### config.mk
export PLATFORM = sky130hd
export DESIGN_NAME = nt_neurotransmitter_channel
export DESIGN_NICKNAME = d
export VERILOG_FILES = /design/src/rtl/nt_neurotransmitter_channel.sv
export SDC_FILE = /design/constraint.sdc
export NUM_CORES = 1
export LEC_CHECK = 0
export ABC_AREA = 1
export CORE_ASPECT_RATIO = 0.9
export CORE_MARGIN = 4
export CORE_UTILIZATION = 59
export DETAILED_ROUTE_END_ITERATION = 16
export PLACE_DENSITY = 0.83
export SLEW_MARGIN = 10
export SYNTH_ARGS = -nofsm -noshare
export SYNTH_HDL_FRONTEND = slang
export SYNTH_SLANG_ARGS = --single-unit
### constraint.sdc
create_clock -name clk -period 4.5 [get_ports clk]
set_input_delay 0.9 -clock clk [delete_from_list [all_inputs] [get_ports clk]]
set_output_delay 0.9 -clock clk [all_outputs]
set_load 0.005 [all_outputs]
### src/rtl/nt_neurotransmitter_channel.sv
// Parametrised neurotransmitter level channel: regulator-driven value register with
// reuptake decay toward a baseline and a hysteretic quantised level output.
module nt_neurotransmitter_channel #(
  parameter int unsigned N            = 6,
  parameter int unsigned OUT_W        = 2,
  parameter int unsigned SET_VAL      = 32,
  parameter int unsigned DEFAULT_VAL  = 0,
  parameter int unsigned FAST_STEP    = 3,
  parameter int unsigned BASELINE     = 0,
  parameter int unsigned DECAY_PERIOD = 16,
  parameter int unsigned HYST         = 2
) (
  input  logic             clk,
  input  logic             rst_n,
  input  logic             inc,
  input  logic             dec,
  input  logic             fast,
  input  logic             setval,
  input  logic             decay_en,
  output logic [N-1:0]     value,
  output logic [OUT_W-1:0] level,
  output logic             at_max,
  output logic             at_min
);

  localparam int unsigned CW = $clog2(DECAY_PERIOD + 1);
  localparam int unsigned SH = N - OUT_W;

  localparam logic [N:0]       MAX_EXT   = {1'b0, {N{1'b1}}};
  localparam logic [N:0]       FAST_EXT  = (N+1)'(FAST_STEP);
  localparam logic [N:0]       ONE_EXT   = (N+1)'(1);
  localparam logic [N:0]       HYST_EXT  = (N+1)'(HYST);
  localparam logic [N-1:0]     ONE       = N'(1);
  localparam logic [N-1:0]     SET_V     = N'(SET_VAL);
  localparam logic [N-1:0]     DEF_V     = N'(DEFAULT_VAL);
  localparam logic [N-1:0]     BASE_V    = N'(BASELINE);
  localparam logic [OUT_W-1:0] DEF_LVL   = OUT_W'(DEFAULT_VAL >> SH);
  localparam logic [CW-1:0]    LAST_CNT  = CW'(DECAY_PERIOD - 1);

  logic [N-1:0]     value_q, value_d;
  logic [OUT_W-1:0] level_q, level_d;
  logic [CW-1:0]    cnt_q, cnt_d;

  logic [N:0]       step, sum_ext, hyst_sum, lvl_floor;
  logic [OUT_W-1:0] tgt;
  logic             activity;

  always_ff @(posedge clk or negedge rst_n) begin
    if (!rst_n) begin
      value_q <= DEF_V;
      level_q <= DEF_LVL;
      cnt_q   <= '0;
    end else begin
      value_q <= value_d;
      level_q <= level_d;
      cnt_q   <= cnt_d;
    end
  end

  always_comb begin
    activity = setval | inc | dec;
    step     = fast ? FAST_EXT : ONE_EXT;
    sum_ext  = {1'b0, value_q} + step;
    value_d  = value_q;
    cnt_d    = cnt_q;

    if (setval) begin
      value_d = SET_V;
    end else if (inc && !dec) begin
      value_d = (sum_ext > MAX_EXT) ? MAX_EXT[N-1:0] : sum_ext[N-1:0];
    end else if (dec && !inc) begin
      value_d = ({1'b0, value_q} < step) ? '0 : value_q - step[N-1:0];
    end

    // Decay only acts on idle cycles; the counter is cleared by any activity.
    if (activity) begin
      cnt_d = '0;
    end else if (decay_en) begin
      if (cnt_q == LAST_CNT) begin
        cnt_d = '0;
        if (value_q < BASE_V)      value_d = value_q + ONE;
        else if (value_q > BASE_V) value_d = value_q - ONE;
      end else begin
        cnt_d = cnt_q + CW'(1);
      end
    end
  end

  always_comb begin
    tgt       = OUT_W'(value_q >> SH);
    hyst_sum  = {1'b0, value_q} + HYST_EXT;
    lvl_floor = (N+1)'(level_q) << SH;
    level_d   = level_q;
    // Rising is immediate; falling needs value to clear the level floor by HYST.
    if (tgt > level_q) begin
      level_d = tgt;
    end else if ((tgt < level_q) && (hyst_sum < lvl_floor)) begin
      level_d = tgt;
    end
  end

  assign value  = value_q;
  assign level  = level_q;
  assign at_max = &value_q;
  assign at_min = ~|value_q;

endmodule
Word-level counts from Yosys, hierarchy flattened --
Index checks and enable logic that the tools add are counted.
Storage, ports and cells: register bits 13, input port bits 7, output and inout port bits 10
Operators by class: $add $sub $neg 6, magnitude comparators 7, equal/unequal tests 1, mux-type cells 16, bitwise operators 2, reductions and logical operators 10
Operator list (number):
- 2-to-1 mux 6 bit | 10
- 2-to-1 mux 5 bit | 3
- adder 6 x 2 -> 7 bit | 1
- adder 6 x 2 -> 7 bit, second input constant | 1
- greater-than comparator 7 x 6 -> 1 bit, second input constant | 1
- less-than comparator 7 x 6 -> 1 bit | 1
- adder 6 x 1 -> 6 bit, second input constant | 1
- greater-than comparator 6 x 1 -> 1 bit, second input constant | 1
- less-than comparator 6 x 1 -> 1 bit, second input constant | 1
- less-than comparator 6 x 2 -> 1 bit | 1
- 2-to-1 mux 2 bit | 3
- AND reduction 6 bit | 1
- OR reduction 6 bit | 1
- subtractor 6 x 1 -> 6 bit, second input constant | 1
- subtractor 6 x 2 -> 6 bit | 1
- adder 5 x 1 -> 5 bit, second input constant | 1
- equality test 5 x 4 -> 1 bit, second input constant | 1
- nonzero test 2 bit | 2
- logical AND 1 bit | 3
- logical NOT 1 bit | 3
- greater-than comparator 2 bit | 1
- less-than comparator 2 bit | 1
- bitwise OR 1 bit | 2

Logic depth before layout (Yosys ltp) --
word-level depth 11, mapped depth 13, depth with buffers taken out 13

Least setup slack after synthesis --
OpenSTA, ideal clock, no wires.
path type input to register, start point input fast, end point register value_q[0] (netlist: value[0]), data arrival time 2.076 ns, data required time 4.426 ns, setup slack 2.351 ns, stages on the path 13, cells stage by stage inv_1 -> ha_1 -> inv_1 -> ha_1 -> inv_1 -> nand3_1 -> nor2_2 -> nand2_1 -> nor2_2 -> nand2_2 -> nand2_2 -> nand2_2 -> a21oi_2
Between the ends: word-level cells in the longest chain between the ends 11
Ends and longest elaborated chain:
- from (decl) | line 17 | input logic fast,
- 2-to-1 mux 2 bit * | line 62 | step = fast ? FAST_EXT : ONE_EXT;
- adder 6 x 2 -> 7 bit / less-than comparator 6 x 2 -> 1 bit (equally long branches) | line 63, 72
- greater-than comparator 7 x 6 -> 1 bit / 2-to-1 mux 6 bit (equally long branches) | line 70, 72
- 2-to-1 mux 6 bit, on equally long branches | line 70, 71
- 2-to-1 mux 6 bit * | line 69 | end else if (inc && !dec) begin
- 2-to-1 mux 6 bit * | line 67 | if (setval) begin
- 2-to-1 mux 6 bit | line 82 | else if (value_q > BASE_V) value_d = value_q - ONE;
- 2-to-1 mux 6 bit | line 81 | if (value_q < BASE_V) value_d = value_q + ONE;
- 2-to-1 mux 6 bit | line 79 | if (cnt_q == LAST_CNT) begin
- 2-to-1 mux 6 bit | line 78 | end else if (decay_en) begin
- 2-to-1 mux 6 bit * | line 76 | if (activity) begin
- via value_d[0] | line 40 | logic [N-1:0] value_q, value_d;
- to (signal assigned) | line 54 | value_q <= value_d;
- to (decl) | line 40
Mark *: on every way through the listed nets, which the timed path passes. The rest lies on a longest branch. A chain may end at the register's enable or synchronous reset.

Worst setup path in the final report --
start point register value_q[0] (netlist: value[0]), end point output at_min
Between the ends: word-level cells in the longest chain between the ends 2
Ends and longest elaborated chain:
- OR reduction 6 bit | line 105 | assign at_min = ~|value_q;
- logical NOT 1 bit | line 105
- to (decl) | line 23 | output logic at_min
No other way between the ends.

==> run_results.csv <==
group,metric,value,unit
run_status,status,"finished, final reports clean",
placement,place_area,1470,µm²
final_layout,drive_gt1_share,13.6,%
final_layout,layout.nets,232,
worst_hold_path,worstHoldEndpoint,"cnt_q[0]$_DFFE_PN0P_",
worst_setup_path,arrival,2.11,ns
synth,postSynthNetCount,215,
timing,hold_violations,0,
final_layout,syn_to_final_growth,13.5,%
routing,via_per_inst,5.55,
final_layout,fin_util,74.0,%
routing,drc,0,
clock_network,root_buffer,"clkbuf_4",
die,die_area,3060,µm²
synth,yosys_register_bits,13,
clock_network,post_cts_resized,0,
synth,yosys.area.top_type_share,24.6,%
synth,yosys.cell_types.count,29,
timing,worst_pin_slew,0.575,ns
routing,firstDrtPassIters,6,
clock_network,clock_latency,0.27,ns
timing,fmax,332,MHz
worst_setup_path,criticalPathCategory,"reg2out",
synth,seq_area_frac_synth,24.6,%
synth,syn_avg_cell_area,6.71,µm²
clock_network,numCtsBuffers,3,
timing,rsz0062_at_grt,"no",
routing,vias,1322,
timing,fin_crit_sh,66.9,%
global_route,grt_pass1_wl,5390,µm
die,fp.coreArea,2030,µm²
clock_network,htreeDepth,1,
power,cellLeakagePower,0.000762,µW
routing,ant_nets,0,
die,die_y,52.9,µm
final_layout,fillCellCount,180,
die,ios,17,
placement,portBuffers,16,
global_route,grt_max_degree,14,
global_route,grt_pass1_vias,1266,
timing,fin_crit,3.01,ns
worst_hold_path,hp-class,"reg2reg",
power,irDropWorstVdd,0.000267,V
worst_setup_path,r2r_cells,10,
clock_network,cts_hold_buf,0,
worst_hold_path,min_path_cells,1,
worst_setup_path,ff2ff_setup_slack,2.23,ns
worst_setup_path,cp_data_required_time,3.60,ns
timing,finalClockSkew,0.00314,ns
die,die_x,57.9,µm
placement,hpwl,2440,µm
timing,relSlewSlack,61.5,%
synth,syn_area,1320,µm²
worst_setup_path,start_kind,"flip-flop",
die,rows,15,
worst_setup_path,r2r_start,"value[0]$_DFF_PN0_",
routing,drt-total-wl,3130,µm
die,initial_utilization,65.2,%
timing,finalMaxSlewViolations,0,
global_route,grt_usage,23.0,%
worst_setup_path,r2r-end,"value[0]$_DFF_PN0_",
clock_network,clk_pin_slew,0.08,ns
placement,gp_congestion,0.920,
clock_network,post_cts_buffers,0,
power,cellPowerDensity,294,nW/µm²
synth,yosys_warnings,0,
final_layout,diodes,0,
worst_hold_path,hold_start,"cnt_q[0]$_DFFE_PN0P_",
synth,synth_area_leader_cell,"dfrtp_1",
clock_network,cts_sinks,13,
worst_setup_path,crit_path_end_kind,"output pin",
synth,synthTopCellsByArea,"dfrtp_1, nand2_1, ha_1, nand3_1, inv_1",
synth,synthesis.instances,197,
routing,routedWlPerCell,13.2,µm
timing,tns,0,ns
global_route,antenna_found_initial,0,
clock_network,cts_buffer_depth,2,
clock_network,tritoncts,"yes",
routing,drt_iter0_markers,83,
global_route,grt-ovfl-total,0,
worst_setup_path,critical_path.max_fanout,8,
final_layout,mostFrequentLayoutCells,"nand2_1, inv_1, nor2_1",
final_layout,final_cell_area,1500,µm²
run,cap_viol_max_count,0,
final_layout,mostFrequentLayoutCell,"nand2_1",
timing,finalSetupViolations,0,
[critical path, cell delays in order (launching register included)]
cell and delay (ns):
dfrtp_1 0.52, inv_1 0.28, ha_1 0.24, nand2_1 0.13, nor2_4 0.15, clkdlybuf4s50_1 0.52
[flip-flops by register name, indices dropped and copies added, names as in the netlist]
signal,cells
value,6
cnt_q,5
level,2
[through the flow]
| step | setup WS, ns | total power, µW | cells | hold slack, ns |
|---|---|---|---|---|
| global placement | 1.69 | 359 | 234 | 0.484 |
| finish | 1.49 | 441 | 238 | 0.534 |
| detailed placement | 1.62 | 371 | 234 | 0.503 |
| floorplan | 2.35 | 305 | 197 | 0.468 |
| global route | 1.33 | 487 | 238 | 0.548 |
| CTS | 1.48 | 445 | 238 | 0.524 |
[synth_stat cells]
master / instances
nor2_1: 19
o31ai_1: 1
nand3_1: 18
nor3_1: 3
o21bai_1: 1
nand3_2: 2
nor2_2: 4
a21oi_1: 8
nand4_1: 3
o22ai_1: 1
o21ai_1: 4
a31oi_2: 1
inv_1: 22
nand2_1: 52
nor4_2: 1
buf_2: 1
a32o_1: 1
fa_1: 2
nand2_2: 8
o21ai_0: 4
a21oi_2: 1
inv_2: 7
buf_6: 3
nor2_4: 1
inv_4: 1
xor2_1: 5
clkinv_1: 1
ha_1: 9
dfrtp_1: 13
[routing by layer]
metal | track usage [%] | share of wire [%]
met1 | 30.1 | 42
met2 | 37.4 | 48
met3 | 5.61 | 8.7
met4 | 6.95 | 1.4
met5 | 0 | 0
[kinds of logic (layout without fill, tap and decap cells)]
logic type               after synthesis  in the layout  synth area share (%)
AND/OR/NAND/NOR                      111            111                  38.5
buffers and inverters                 35             51                  11.9
AO/OA/AOI/OAI                         22             22                  10.0
flip-flops                            13             13                  24.6
adder cells (fa/ha/maj)               11             11                  11.6
XOR/XNOR                               5              5                  3.31
[final cells by class]
type,instances,area (µm²),share of cell area [%]
Multi-Input combinational cell,149,838,55.9
Tap cell,25,31.3,2.09
Timing Repair Buffer,16,160,10.7
Sequential cell,13,325,21.7
Clock buffer,4,26.3,1.75
Inverter,31,119,7.92
[worst max-delay path by stage]
stage                         endpoint  cells past startpoint               start  slack [ns]
global route                    at_min                      5  value[0]$_DFF_PN0_        1.33
global placement    value[0]$_DFF_PN0_                     14                fast        1.69
finish                          at_min                      5  value[0]$_DFF_PN0_        1.49
detailed placement  value[0]$_DFF_PN0_                     14                fast        1.62
CTS                             at_min                      5  value[0]$_DFF_PN0_        1.48
floorplan           value[0]$_DFF_PN0_                     13                fast        2.35
[where the power goes]
part,switching (µW),total [µW],internal (µW)
clock network,36.6,70.9,34.3
logic,117,207,90.4
registers,29.1,163,134
No activity file was read; power rests on OpenSTA's default activity.
